[src/rtl/cv32e40p_pkg2_ft.sv]
// Shared fault-tolerance definitions: breakage-monitor states and per-unit
// leaky-bucket tuning constants for the triplicated IF-stage units.
package cv32e40p_pkg2_ft;

   typedef enum logic [1:0] {
      BM_OK      = 2'd0,
      BM_SUSPECT = 2'd1,
      BM_BROKEN  = 2'd2
   } bm_state_e;

   localparam int NUM_REPLICAS = 3;

   localparam int PREFETCH_INCREMENT          = 1;
   localparam int PREFETCH_DECREMENT          = 1;
   localparam int PREFETCH_BREAKING_THRESHOLD = 3;
   localparam int PREFETCH_COUNT_BIT          = 8;
   localparam int PREFETCH_INC_DEC_BIT        = 2;

   localparam int ALIGNER_INCREMENT          = 2;
   localparam int ALIGNER_DECREMENT          = 1;
   localparam int ALIGNER_BREAKING_THRESHOLD = 8;
   localparam int ALIGNER_COUNT_BIT          = 8;
   localparam int ALIGNER_INC_DEC_BIT        = 2;

   localparam int COMPRESSED_DECODER_INCREMENT          = 1;
   localparam int COMPRESSED_DECODER_DECREMENT          = 1;
   localparam int COMPRESSED_DECODER_BREAKING_THRESHOLD = 4;
   localparam int COMPRESSED_DECODER_COUNT_BIT          = 8;
   localparam int COMPRESSED_DECODER_INC_DEC_BIT        = 2;

   function automatic logic [1:0] popcount3(input logic [2:0] v);
      return 2'(v[0]) + 2'(v[1]) + 2'(v[2]);
   endfunction

endpackage

[src/rtl/cv32e40p_breakage_counter_ft.sv]
// One replica's saturating leaky-bucket error score and OK/SUSPECT/BROKEN FSM.
// BROKEN is absorbing until a synchronous clear.
module cv32e40p_breakage_counter_ft
   import cv32e40p_pkg2_ft::*;
#(
   parameter int INCREMENT          = 1,
   parameter int DECREMENT          = 1,
   parameter int BREAKING_THRESHOLD = 3,
   parameter int COUNT_BIT          = 8,
   parameter int INC_DEC_BIT        = 2
) (
   input  logic                 clk,
   input  logic                 rst,
   input  logic                 sample_i,
   input  logic                 err_i,
   input  logic                 clear_i,
   output logic [COUNT_BIT-1:0] score_o,
   output logic                 broken_o,
   output logic                 enter_broken_o
);

   localparam logic [INC_DEC_BIT-1:0] INC_OP = INC_DEC_BIT'(INCREMENT);
   localparam logic [INC_DEC_BIT-1:0] DEC_OP = INC_DEC_BIT'(DECREMENT);
   localparam logic [COUNT_BIT:0]     INC_EXT = (COUNT_BIT+1)'(INC_OP);
   localparam logic [COUNT_BIT:0]     DEC_EXT = (COUNT_BIT+1)'(DEC_OP);
   localparam logic [COUNT_BIT-1:0]   THRESH  = COUNT_BIT'(BREAKING_THRESHOLD);

   bm_state_e              state_q, state_d;
   logic [COUNT_BIT-1:0]   score_q, score_d;
   logic [COUNT_BIT:0]     inc_sum;
   logic signed [COUNT_BIT:0] dec_diff;

   always_comb begin
      inc_sum  = {1'b0, score_q} + INC_EXT;
      dec_diff = $signed({1'b0, score_q}) - $signed(DEC_EXT);
      score_d  = score_q;
      state_d  = state_q;
      if (clear_i) begin
         score_d = '0;
         state_d = BM_OK;
      end else if (sample_i && (state_q != BM_BROKEN)) begin
         // The carry out of the widened sum marks overflow; a negative
         // difference means the bucket has drained below empty.
         if (err_i) begin
            score_d = inc_sum[COUNT_BIT] ? '1 : inc_sum[COUNT_BIT-1:0];
         end else begin
            score_d = dec_diff[COUNT_BIT] ? '0 : dec_diff[COUNT_BIT-1:0];
         end
         if (score_d >= THRESH) begin
            state_d = BM_BROKEN;
         end else if (score_d != '0) begin
            state_d = BM_SUSPECT;
         end else begin
            state_d = BM_OK;
         end
      end
      enter_broken_o = (state_d == BM_BROKEN) && (state_q != BM_BROKEN);
   end

   always_ff @(posedge clk or posedge rst) begin
      if (rst) begin
         state_q <= BM_OK;
         score_q <= '0;
      end else begin
         state_q <= state_d;
         score_q <= score_d;
      end
   end

   assign score_o  = score_q;
   assign broken_o = (state_q == BM_BROKEN);

endmodule

[src/rtl/cv32e40p_breakage_monitor_ft.sv]
// Breakage monitor for one TMR unit: three per-replica score counters plus
// registered event, uncorrectable and group-fail flags and the voter enables.
module cv32e40p_breakage_monitor_ft
   import cv32e40p_pkg2_ft::*;
#(
   parameter int INCREMENT          = 1,
   parameter int DECREMENT          = 1,
   parameter int BREAKING_THRESHOLD = 3,
   parameter int COUNT_BIT          = 8,
   parameter int INC_DEC_BIT        = 2
) (
   input  logic                   clk,
   input  logic                   rst,
   input  logic                   err_valid_i,
   input  logic [2:0]             err_i,
   input  logic                   clear_i,
   output logic [2:0]             replica_en_o,
   output logic [2:0]             broken_o,
   output logic                   broken_event_o,
   output logic                   uncorrectable_o,
   output logic                   group_fail_o,
   output logic [3*COUNT_BIT-1:0] score_o
);

   logic [2:0] broken_w;
   logic [2:0] enter_w;
   logic [2:0] broken_next;
   logic       broken_event_q, broken_event_d;
   logic       uncorrectable_q, uncorrectable_d;
   logic       group_fail_q, group_fail_d;

   generate
      for (genvar gi = 0; gi < NUM_REPLICAS; gi++) begin : g_replica
         cv32e40p_breakage_counter_ft #(
            .INCREMENT          (INCREMENT),
            .DECREMENT          (DECREMENT),
            .BREAKING_THRESHOLD (BREAKING_THRESHOLD),
            .COUNT_BIT          (COUNT_BIT),
            .INC_DEC_BIT        (INC_DEC_BIT)
         ) u_counter (
            .clk            (clk),
            .rst            (rst),
            .sample_i       (err_valid_i),
            .err_i          (err_i[gi]),
            .clear_i        (clear_i),
            .score_o        (score_o[gi*COUNT_BIT +: COUNT_BIT]),
            .broken_o       (broken_w[gi]),
            .enter_broken_o (enter_w[gi])
         );
      end
   endgenerate

   always_comb begin
      broken_next     = clear_i ? 3'b000 : (broken_w | enter_w);
      broken_event_d  = |enter_w;
      uncorrectable_d = err_valid_i && (err_i == 3'b111);
      // Sticky: once two replicas are gone, majority voting is meaningless.
      group_fail_d    = !clear_i &&
                        (group_fail_q || (popcount3(broken_next) >= 2'd2));
   end

   always_ff @(posedge clk or posedge rst) begin
      if (rst) begin
         broken_event_q  <= 1'b0;
         uncorrectable_q <= 1'b0;
         group_fail_q    <= 1'b0;
      end else begin
         broken_event_q  <= broken_event_d;
         uncorrectable_q <= uncorrectable_d;
         group_fail_q    <= group_fail_d;
      end
   end

   // With a failed group, keep every replica enabled so the voter always has inputs.
   assign replica_en_o    = group_fail_q ? 3'b111 : ~broken_w;
   assign broken_o        = broken_w;
   assign broken_event_o  = broken_event_q;
   assign uncorrectable_o = uncorrectable_q;
   assign group_fail_o    = group_fail_q;

endmodule

[config.mk]
export PLATFORM = sky130hd
export DESIGN_NAME = cv32e40p_breakage_monitor_ft
export DESIGN_NICKNAME = d
export VERILOG_FILES = /design/src/rtl/cv32e40p_pkg2_ft.sv /design/src/rtl/cv32e40p_breakage_counter_ft.sv /design/src/rtl/cv32e40p_breakage_monitor_ft.sv
export SDC_FILE = /design/constraint.sdc
export NUM_CORES = 1
export LEC_CHECK = 0
export CORE_MARGIN = 2
export CORE_UTILIZATION = 56
export DETAILED_ROUTE_END_ITERATION = 6
export HOLD_SLACK_MARGIN = 0.06
export PLACE_DENSITY = 0.87
export SLEW_MARGIN = 20
export SYNTH_ARGS = -nofsm -noshare
export SYNTH_HDL_FRONTEND = slang
export SYNTH_HIERARCHICAL = 1
export SYNTH_SLANG_ARGS = --single-unit
[constraint.sdc]
create_clock -name clk -period 3.64 [get_ports clk]
set_clock_uncertainty 0.1 [all_clocks]
set_input_delay 0.728 -clock clk [delete_from_list [all_inputs] [get_ports clk]]
set_output_delay 0.728 -clock clk [all_outputs]
set_load 0.02 [all_outputs]
==> results of run 1 <==
[flip-flops by register name, summed over array words and instances, names as in the netlist]
register / cells
g_replica.u_counter/score_o: 24
g_replica.u_counter/state_q: 6
group_fail_o: 1
broken_event_o: 1
uncorrectable_o: 1
[per-stage QoR]
stage	worst slack, ns	utilization [%]
2_1_floorplan	0.7934	-
3_3_place_gp	0.2809	66.42
3_5_place_dp	0.1611	66.42
4_1_cts	0.3913	68.65
5_1_grt	0.08005	68.65
6_report	0.3865	68.65
[area by class of cell]
| cell class | count | area share (%) |
|---|---|---|
| flip-flops and latches | 33 | 23.26 |
| clock inverters | 3 | 1.304 |
| inverters | 22 | 2.326 |
| well taps | 70 | 2.467 |
| clock buffers | 5 | 1.938 |
| multi-input cells | 309 | 55.60 |
| repair buffers | 49 | 13.11 |
[cells in the mapped netlist (8+ instances only)]
cell / count
xnor2_1: 8
dfrtp_1: 33
clkbuf_1: 11
nand2_1: 38
nor3b_1: 9
buf_2: 15
inv_1: 22
nor3_1: 15
a21oi_1: 38
nand2b_1: 10
nor2_1: 39
o21ai_0: 27
[tightest hold or removal path, cell delays in order, from the launching register on]
cell and delay [ns]:
dfrtp_1 0.39, nor2_1 0.10, a211oi_1 0.05
[per-layer routing]
layer | wire [um] | global-route usage (%) | part of all wire (%) | vias up
li1 | - | - | - | 1481
met1 | 3761 | 42.18 | 43 | 1495
met2 | 3999 | 45.34 | 46 | 176
met3 | 714 | 4.186 | 8.2 | 38
met4 | 229 | 9.821 | 2.6 | 0
met5 | 0 | 0 | 0 | -
[power by group through the flow]
stage               clock (mW)  sequential [mW]  combinational, mW
finish                   0.356            0.489              0.688
detailed placement           0            0.492              0.672
CTS                      0.358            0.485              0.678
floorplan                    0            0.472              0.506
global route             0.377            0.498              0.750
global placement             0            0.490              0.656
[cell families after synthesis]
| family | after synthesis |
|---|---|
| AO/OA/AOI/OAI | 115 |
| XOR/XNOR | 11 |
| adder cells (fa/ha/maj) | 7 |
| buffers and inverters | 52 |
| flip-flops | 33 |
| multiplexers | 6 |
| AND/OR/NAND/NOR | 170 |
[final timing paths]
| kind | start | slack (ns) | to | cells after the start |
|---|---|---|---|---|
| worst max register to register | g_replica[0].u_counter/score_o[0]$_DFFE_PP0P_ | 0.39 | group_fail_o$_DFF_PP0_ | 13 |
| max in group asynchronous | rst | 2.32 | g_replica[0].u_counter/score_o[2]$_DFFE_PP0P_ | 2 |
| worst min-delay path | g_replica[1].u_counter/state_q[1]$_DFF_PP0_ | 0.48 | g_replica[1].u_counter/state_q[1]$_DFF_PP0_ | 2 |
| min in group asynchronous | rst | 0.67 | uncorrectable_o$_DFF_PP0_ | 2 |
| worst max-delay path | g_replica[0].u_counter/score_o[0]$_DFFE_PP0P_ | 0.39 | group_fail_o$_DFF_PP0_ | 13 |
| worst min register to register | g_replica[1].u_counter/state_q[1]$_DFF_PP0_ | 0.48 | g_replica[1].u_counter/state_q[1]$_DFF_PP0_ | 2 |
==> qor.yml, run 1 <==
finish:
  final_cells: 491
  finalNetCount: 434
  n_fill_cell: 441
  layout_common_cells: "39 x nor2_1, 39 x clkdlybuf4s50_1, 38 x a21oi_1, 38 x nand2_1, 33 x dfrtp_1"
  multi_input_area_um2: 1974
  seq_area_um2: 825.8
  final_area_um2: 3551
  n_antenna_cell: 0
  area_growth_pct: 16.65
  drive_gt1_share_pct: 10.21
synthesis:
  synth_nets: 408
  synth_cells: 394
  synthAdderAreaFrac_pct: 2.877
  synth.yosys.seq_area_share_pct: 27.13
  synth_area_leaders: "dfrtp_1 27%, a21oi_1 6.2%, nor2_1 4.8%"
  synth_top_area_share_pct: 27.13
  synth-simple-area-share_pct: 31.98
  synth_top_family_by_area: "simple AND/OR/NAND/NOR gates"
  async_flop_share_pct: 100.0
  synth_edf_count: 0
  ys_dominant_reg_cell: "dfrtp_1"
  yosysWarnings: 6
  synth_largest_area_cell: "dfrtp_1"
  avgSynthCellArea_um2: 7.726
  synth_area_um2: 3044
  synth_compound_area_share_pct: 24.74
  synthDistinctLibCells: 58
  synthMuxAreaShare_pct: 2.096
  synth_seq_cells: 33
  synthXorXnorAreaFrac_pct: 3.165
route:
  vias: 3190
  drt_iter0_drc: 424
  wl_per_cell_um: 17.73
  dr.pass1.iters: 5
  drcViolationCount: 0
  wirelength_um: 8704
  viasPerCell: 6.497
  drtAntennaViolNets: 0
worst_setup_path:
  path_class: "flip-flop to flip-flop"
  path_cells: "inv_1 -> ha_1 -> nor4b_1 -> a21oi_1 -> a21oi_1 -> o21ai_0 -> nor4b_2 -> a311oi_2 -> nor2_1 -> nor2_1 -> ha_1 -> o21ai_0 -> a21oi_1"
  worst-path-max-fanout: 12
  worstPathArrival_ns: 3.36
  cp-end-kind: "flip-flop"
  slowest_stage: "nor4b_1"
  critPathBufInv: 1
  worst_path_largest_cell_delay_ns: 0.54
  cp.required_ns: 3.75
  cpMostUsedCell: "a21oi_1"
  path_delay_family: "simple AND/OR/NAND/NOR gates"
  startpoint_type: "flip-flop"
power_and_ir_drop:
  power_mw: 1.533
  ir_drop_v: 0.0002212
  p_int_mw: 0.9063
  cellPowerDensity_nw_per_um2: 431.7
  swShare_pct: 40.87
  clockPowerShare_pct: 23.3
  combPwrFrac_pct: 44.9
  power.switching_mw: 0.6265
  p_leak_nw: 1.404
  p_seq_share_pct: 31.9
timing:
  fin_crit_sh_pct: 89.38
  tightest_slew_ns: 0.6444
  rsz0062_at_grt: "no"
  relSlewSlack_pct: 56.49
  timing.hold.ws_ns: 0.4766
  tns_ns: 0
  max_clock_freq_mhz: 307.4
  finalSetupViolCount: 0
  min_period_ns: 3.253
  hold_viol_final: 0
  slew_violations: 0
floorplan:
  start_util_pct: 58.85
  die_w_um: 77.73
  num_rows: 26
  die_area_um2: 6042
  die_h_um: 77.73
  io_pins: 40
  core_um2: 5172
place:
  gp_congestion: 0.9686
  place_area_um2: 3436
  dp.cells: 483
  port-buffer-count: 39
  dp_hpwl_um: 6238
clock_network:
  post_cts_buffers: 0
  cts-hold-fix-buffers: 0
  clockBufferDepth: 2
  cts_tree: "yes"
  clk_pin_slew_worst_paths_ns: 0.08
  cts_resized: 0
  h-tree-depth: 2
  clock_latency_ns: 0.29
  cts.sinks: 33
  cts_made_buffers: 5
  root_buffer: "clkbuf_8"
min_path:
  hold_class: "flip-flop to flip-flop"
grt:
  antenna_found_initial: 0
  overflow: 0
  grt_pass1_wl_um: 14290
  grt_pass1_vias: 2918
  grt_use_total_pct: 29.39
  grt_max_degree: 18
run:
  drv_cap: 0
status:
  status: "complete, no violations"
No activity file was read; power rests on OpenSTA's default activity.
==> inputs of run 2 (changes only) <==
--- a/config.mk
+++ b/config.mk
@@ -8,9 +8,10 @@
 export CORE_MARGIN = 2
 export CORE_UTILIZATION = 56
 export DETAILED_ROUTE_END_ITERATION = 6
+export GPL_ROUTABILITY_DRIVEN = 0
 export HOLD_SLACK_MARGIN = 0.06
 export PLACE_DENSITY = 0.87
-export SLEW_MARGIN = 20
+export SLEW_MARGIN = 10
 export SYNTH_ARGS = -nofsm -noshare
 export SYNTH_HDL_FRONTEND = slang
 export SYNTH_HIERARCHICAL = 1
==> qor.yml, run 2 (synthesis results as in run 1) <==
route:
  wl_per_cell_um: 16.80
  wirelength_um: 8214
  drtAntennaViolNets: 0
  dr.pass1.iters: 6
  drt_iter0_drc: 368
  viasPerCell: 6.499
  vias: 3178
  drcViolationCount: 0
worst_setup_path:
  cp.required_ns: 3.75
  cp-end-kind: "flip-flop"
  path_cells: "clkdlybuf4s50_1 -> nand2_1 -> o311ai_0 -> a211oi_1 -> o21ai_0 -> nor4b_2 -> a311oi_2 -> nor2_1 -> nor2_1 -> ha_1 -> o21ai_0 -> a21oi_1"
  worstPathArrival_ns: 3.49
  ff2ff_setup_slack_ns: 0.43
  critPathBufInv: 1
  rr_startpoint: "g_replica[2].u_counter/score_o[0]$_DFFE_PP0P_"
  slowest_stage: "clkdlybuf4s50_1"
  path_class: "input port to flip-flop"
  worst_path_largest_cell_delay_ns: 0.55
  reg2reg_depth: 13
  worst-path-max-fanout: 8
  startpoint_type: "input port"
  path_delay_family: "compound AO/OA/AOI/OAI gates"
  r2r_end: "group_fail_o$_DFF_PP0_"
clock_network:
  clock_latency_ns: 0.29
  clk_pin_slew_worst_paths_ns: 0.07
  h-tree-depth: 2
  cts-hold-fix-buffers: 0
  cts_made_buffers: 5
  clockBufferDepth: 2
  cts.sinks: 33
  cts_tree: "yes"
  root_buffer: "clkbuf_8"
floorplan:
  die_area_um2: 6042
  start_util_pct: 58.85
  die_w_um: 77.73
  die_h_um: 77.73
  core_um2: 5172
  num_rows: 26
  io_pins: 40
min_path:
  holdCritStartpoint: "g_replica[1].u_counter/state_q[0]$_DFF_PP0_"
  hold_path_end: "g_replica[1].u_counter/state_q[0]$_DFF_PP0_"
  hold_class: "flip-flop to flip-flop"
  min_path_cells: 2
place:
  dp_hpwl_um: 5951
  place_area_um2: 3421
  dp.cells: 481
  place_ws_ns: 0.08380
  port-buffer-count: 39
finish:
  multi_input_area_um2: 1987
  layout_common_cells: "39 x nor2_1, 39 x clkdlybuf4s50_1, 38 x a21oi_1, 38 x nand2_1, 33 x dfrtp_1"
  drive_gt1_share_pct: 10.02
  n_fill_cell: 431
  postLayoutCoreUtil_pct: 67.97
  seq_area_um2: 825.8
  finalNetCount: 432
  largest_reg_flops: 24
  area_growth_pct: 15.50
  n_antenna_cell: 0
  final_cells: 489
  final_area_um2: 3516
timing:
  hold_viol_final: 0
  rsz0062_at_grt: "no"
  slew_violations: 0
  timing.hold.ws_ns: 0.4702
  relSlewSlack_pct: 56.75
  fin_crit_sh_pct: 92.84
  timing.final.ws_setup_ns: 0.2604
  finalSetupViolCount: 0
  min_period_ns: 3.380
  tns_ns: 0
  tightest_slew_ns: 0.6406
  max_clock_freq_mhz: 295.9
grt:
  grt_pass1_wl_um: 13940
  grt_pass1_vias: 2954
  overflow: 0
  grt_use_total_pct: 28.33
  grt_max_degree: 18
  antenna_found_initial: 0
run:
  drv_cap: 0
power_and_ir_drop:
  cellPowerDensity_nw_per_um2: 408.8
  ir_drop_v: 0.0002199
  p_leak_nw: 1.391
  power_mw: 1.437
status:
  status: "complete, no violations"
-- run 2: cell types whose count changed in the layout (fill, tap and decap cells not counted) --
cell        delta
buf_4          -2
bufinv_16      -1
clkbuf_1       +1
clkinv_2       +2
clkinv_4       -1
clkinvlp_4     -1
nor4b_1        -2
nor4b_2        +2
-- run 2: repair_timing --
item / 4_1_cts / 5_1_grt
gates resized for setup: 0 / 2
buffers inserted: 0 / 0
endpoints found under the setup margin: 0 / 1
-- run 2: where the power goes --
group / total, mW / internal (mW) / leakage (nW) / switching [mW]
registers: 0.489 / 0.401 / 0.445 / 0.0882
logic: 0.680 / 0.298 / 0.901 / 0.382
clock network: 0.269 / 0.132 / 0.0450 / 0.136
-- run 2: area by class of cell --
cell class | instances | share of cell area (%)
Timing Repair Buffer | 47 | 12.81
Clock buffer | 6 | 2.064
Tap cell | 70 | 2.491
Inverter | 22 | 2.349
Clock inverter | 2 | 0.2847
Multi-Input combinational cell | 309 | 56.51
Sequential cell | 33 | 23.49
-- run 2: how the worst max path moves through the flow --
stage / end / cells after the start / startpoint / slack [ns]
3_5_place_dp: group_fail_o$_DFF_PP0_ / 12 / err_i[2] / 0.08
2_1_floorplan: group_fail_o$_DFF_PP0_ / 14 / g_replica[2].u_counter/score_o[0]$_DFFE_PP0P_ / 0.79
4_1_cts: group_fail_o$_DFF_PP0_ / 12 / err_i[2] / 0.32
5_1_grt: group_fail_o$_DFF_PP0_ / 12 / err_i[2] / 0.02
6_report: group_fail_o$_DFF_PP0_ / 12 / err_i[2] / 0.26
3_3_place_gp: group_fail_o$_DFF_PP0_ / 12 / err_i[2] / 0.23
-- run 2: layer usage --
layer	global-route usage, %	wire length (um)
met1	39.60	3451
met2	43.97	3857
met3	5.116	760
met4	10.00	144
met5	0	0
-- run 2: tightest hold or removal path, stage by stage (launching register included) --
cell and delay [ns]:
dfrtp_1 0.37, nand2b_1 0.08, o32ai_2 0.08
==> inputs of run 3 (changes only) <==
--- a/config.mk
+++ b/config.mk
@@ -5,12 +5,12 @@
 export SDC_FILE = /design/constraint.sdc
 export NUM_CORES = 1
 export LEC_CHECK = 0
-export CORE_MARGIN = 2
+export CAP_MARGIN = 20
 export CORE_UTILIZATION = 56
 export DETAILED_ROUTE_END_ITERATION = 6
 export GPL_ROUTABILITY_DRIVEN = 0
 export HOLD_SLACK_MARGIN = 0.06
-export PLACE_DENSITY = 0.87
+export PLACE_DENSITY = 0.81
 export SLEW_MARGIN = 10
 export SYNTH_ARGS = -nofsm -noshare
 export SYNTH_HDL_FRONTEND = slang
==> qor.yml, run 3 (synthesis results as in run 1) <==
worst_setup_path:
  ff2ff_setup_slack_ns: 0.38
  cp-startpoint: "g_replica[2].u_counter/score_o[0]$_DFFE_PP0P_"
  endpoint: "group_fail_o$_DFF_PP0_"
  rr_startpoint: "g_replica[2].u_counter/score_o[0]$_DFFE_PP0P_"
  cp-end-kind: "flip-flop"
  worstPathArrival_ns: 3.37
  cp.required_ns: 3.75
  startpoint_type: "flip-flop"
  path_class: "flip-flop to flip-flop"
  reg2reg_depth: 13
  r2r_end: "group_fail_o$_DFF_PP0_"
  worst-path-max-fanout: 12
grt:
  antenna_found_initial: 0
  grt_use_total_pct: 28.69
  grt_max_degree: 16
  overflow: 0
  grt_pass1_vias: 2684
  grt_pass1_wl_um: 12530
clock_network:
  cts_resized: 0
  post_cts_buffers: 0
  clock_latency_ns: 0.29
  h-tree-depth: 2
  cts_tree: "yes"
  cts-hold-fix-buffers: 0
  clk_pin_slew_worst_paths_ns: 0.07
  root_buffer: "clkbuf_8"
  clockBufferDepth: 2
  cts_made_buffers: 5
  cts.sinks: 33
finish:
  layout_common_cells: "39 x nor2_1, 39 x clkdlybuf4s50_1, 38 x a21oi_1, 38 x nand2_1, 33 x dfrtp_1"
  n_antenna_cell: 0
  area_growth_pct: 15.70
  finalNetCount: 432
  largest_reg_flops: 24
  drive_gt1_share_pct: 9.785
floorplan:
  core_um2: 5172
  die_area_um2: 5735
  die_w_um: 75.73
  io_pins: 40
  num_rows: 26
  die_h_um: 75.73
  start_util_pct: 58.85
timing:
  rsz0062_at_grt: "no"
  min_period_ns: 3.257
  max_clock_freq_mhz: 307.0
  tns_ns: 0
  finalSetupViolCount: 0
  relSlewSlack_pct: 53.49
  hold_viol_final: 0
  fin_crit_sh_pct: 89.49
  tightest_slew_ns: 0.6880
  slew_violations: 0
route:
  drtAntennaViolNets: 0
  drcViolationCount: 0
  viasPerCell: 6.282
  wirelength_um: 7878
  drt_iter0_drc: 188
  wl_per_cell_um: 16.11
  dr.pass1.iters: 5
  vias: 3072
power_and_ir_drop:
  cellPowerDensity_nw_per_um2: 414.7
  p_leak_nw: 1.393
  ir_drop_v: 0.0003258
  power_mw: 1.461
place:
  port-buffer-count: 39
  dp_hpwl_um: 5753
min_path:
  hold_class: "flip-flop to flip-flop"
status:
  status: "complete, no violations"
run:
  drv_cap: 0
## run 3: layout make-up
class / instances / area (um2)
Fill cell: 459 / 1650
Tap cell: 70 / 87.58
Clock buffer: 7 / 96.34
Multi-Input combinational cell: 309 / 1974
Inverter: 22 / 82.58
Sequential cell: 33 / 825.8
Timing Repair Buffer: 47 / 450.4
Clock inverter: 1 / 5.005
## run 3: power by group
| part | leakage (nW) | switching (mW) | internal [mW] |
|---|---|---|---|
| registers | 0.445 | 0.0876 | 0.401 |
| logic | 0.895 | 0.372 | 0.298 |
| clock network | 0.0542 | 0.131 | 0.171 |
## run 3: how the worst min path moves through the flow
stage / from / end / slack, ns / depth (start not counted)
2_1_floorplan: rst / broken_event_o$_DFF_PP0_ / 0.38 / 1
3_3_place_gp: g_replica[1].u_counter/state_q[1]$_DFF_PP0_ / g_replica[1].u_counter/state_q[1]$_DFF_PP0_ / 0.46 / 2
3_5_place_dp: g_replica[1].u_counter/state_q[1]$_DFF_PP0_ / g_replica[1].u_counter/state_q[1]$_DFF_PP0_ / 0.46 / 2
4_1_cts: g_replica[1].u_counter/state_q[1]$_DFF_PP0_ / g_replica[1].u_counter/state_q[1]$_DFF_PP0_ / 0.47 / 2
5_1_grt: g_replica[1].u_counter/state_q[1]$_DFF_PP0_ / g_replica[1].u_counter/state_q[1]$_DFF_PP0_ / 0.49 / 2
6_report: g_replica[1].u_counter/state_q[1]$_DFF_PP0_ / g_replica[1].u_counter/state_q[1]$_DFF_PP0_ / 0.46 / 2
## run 3: metal layers
layer / routed length [um] / part of all wire, % / track usage [%]
met5: 0 / 0 / 0
met4: 199 / 2.5 / 12.76
met2: 3721 / 47 / 47.12
met3: 446 / 5.7 / 3.439
met1: 3510 / 45 / 38.08
## run 3: critical path, stage by stage, from the launching register on
cell and delay, ns:
dfrtp_1 0.52, inv_1 0.11, ha_1 0.20, nor4b_1 0.59, a21oi_1 0.16, a21oi_1 0.17
o21ai_0 0.11, nor4b_2 0.37, a311oi_2 0.17, nor2_1 0.13, nor2_1 0.05, ha_1 0.27
o21ai_0 0.07, a21oi_1 0.15
## run 3: per-stage QoR
step | instance area [um2] | hold WS, ns | cells | utilization (%) | worst slack [ns]
floorplan | 3044 | 0.3816 | 394 | - | 0.7934
global placement | 3421 | 0.4624 | 481 | 66.13 | 0.2329
detailed placement | 3421 | 0.4591 | 481 | 66.13 | 0.2019
CTS | 3522 | 0.4681 | 489 | 68.09 | 0.4628
global route | 3522 | 0.4884 | 489 | 68.09 | 0.09832
finish | 3522 | 0.4633 | 489 | 68.09 | 0.3826
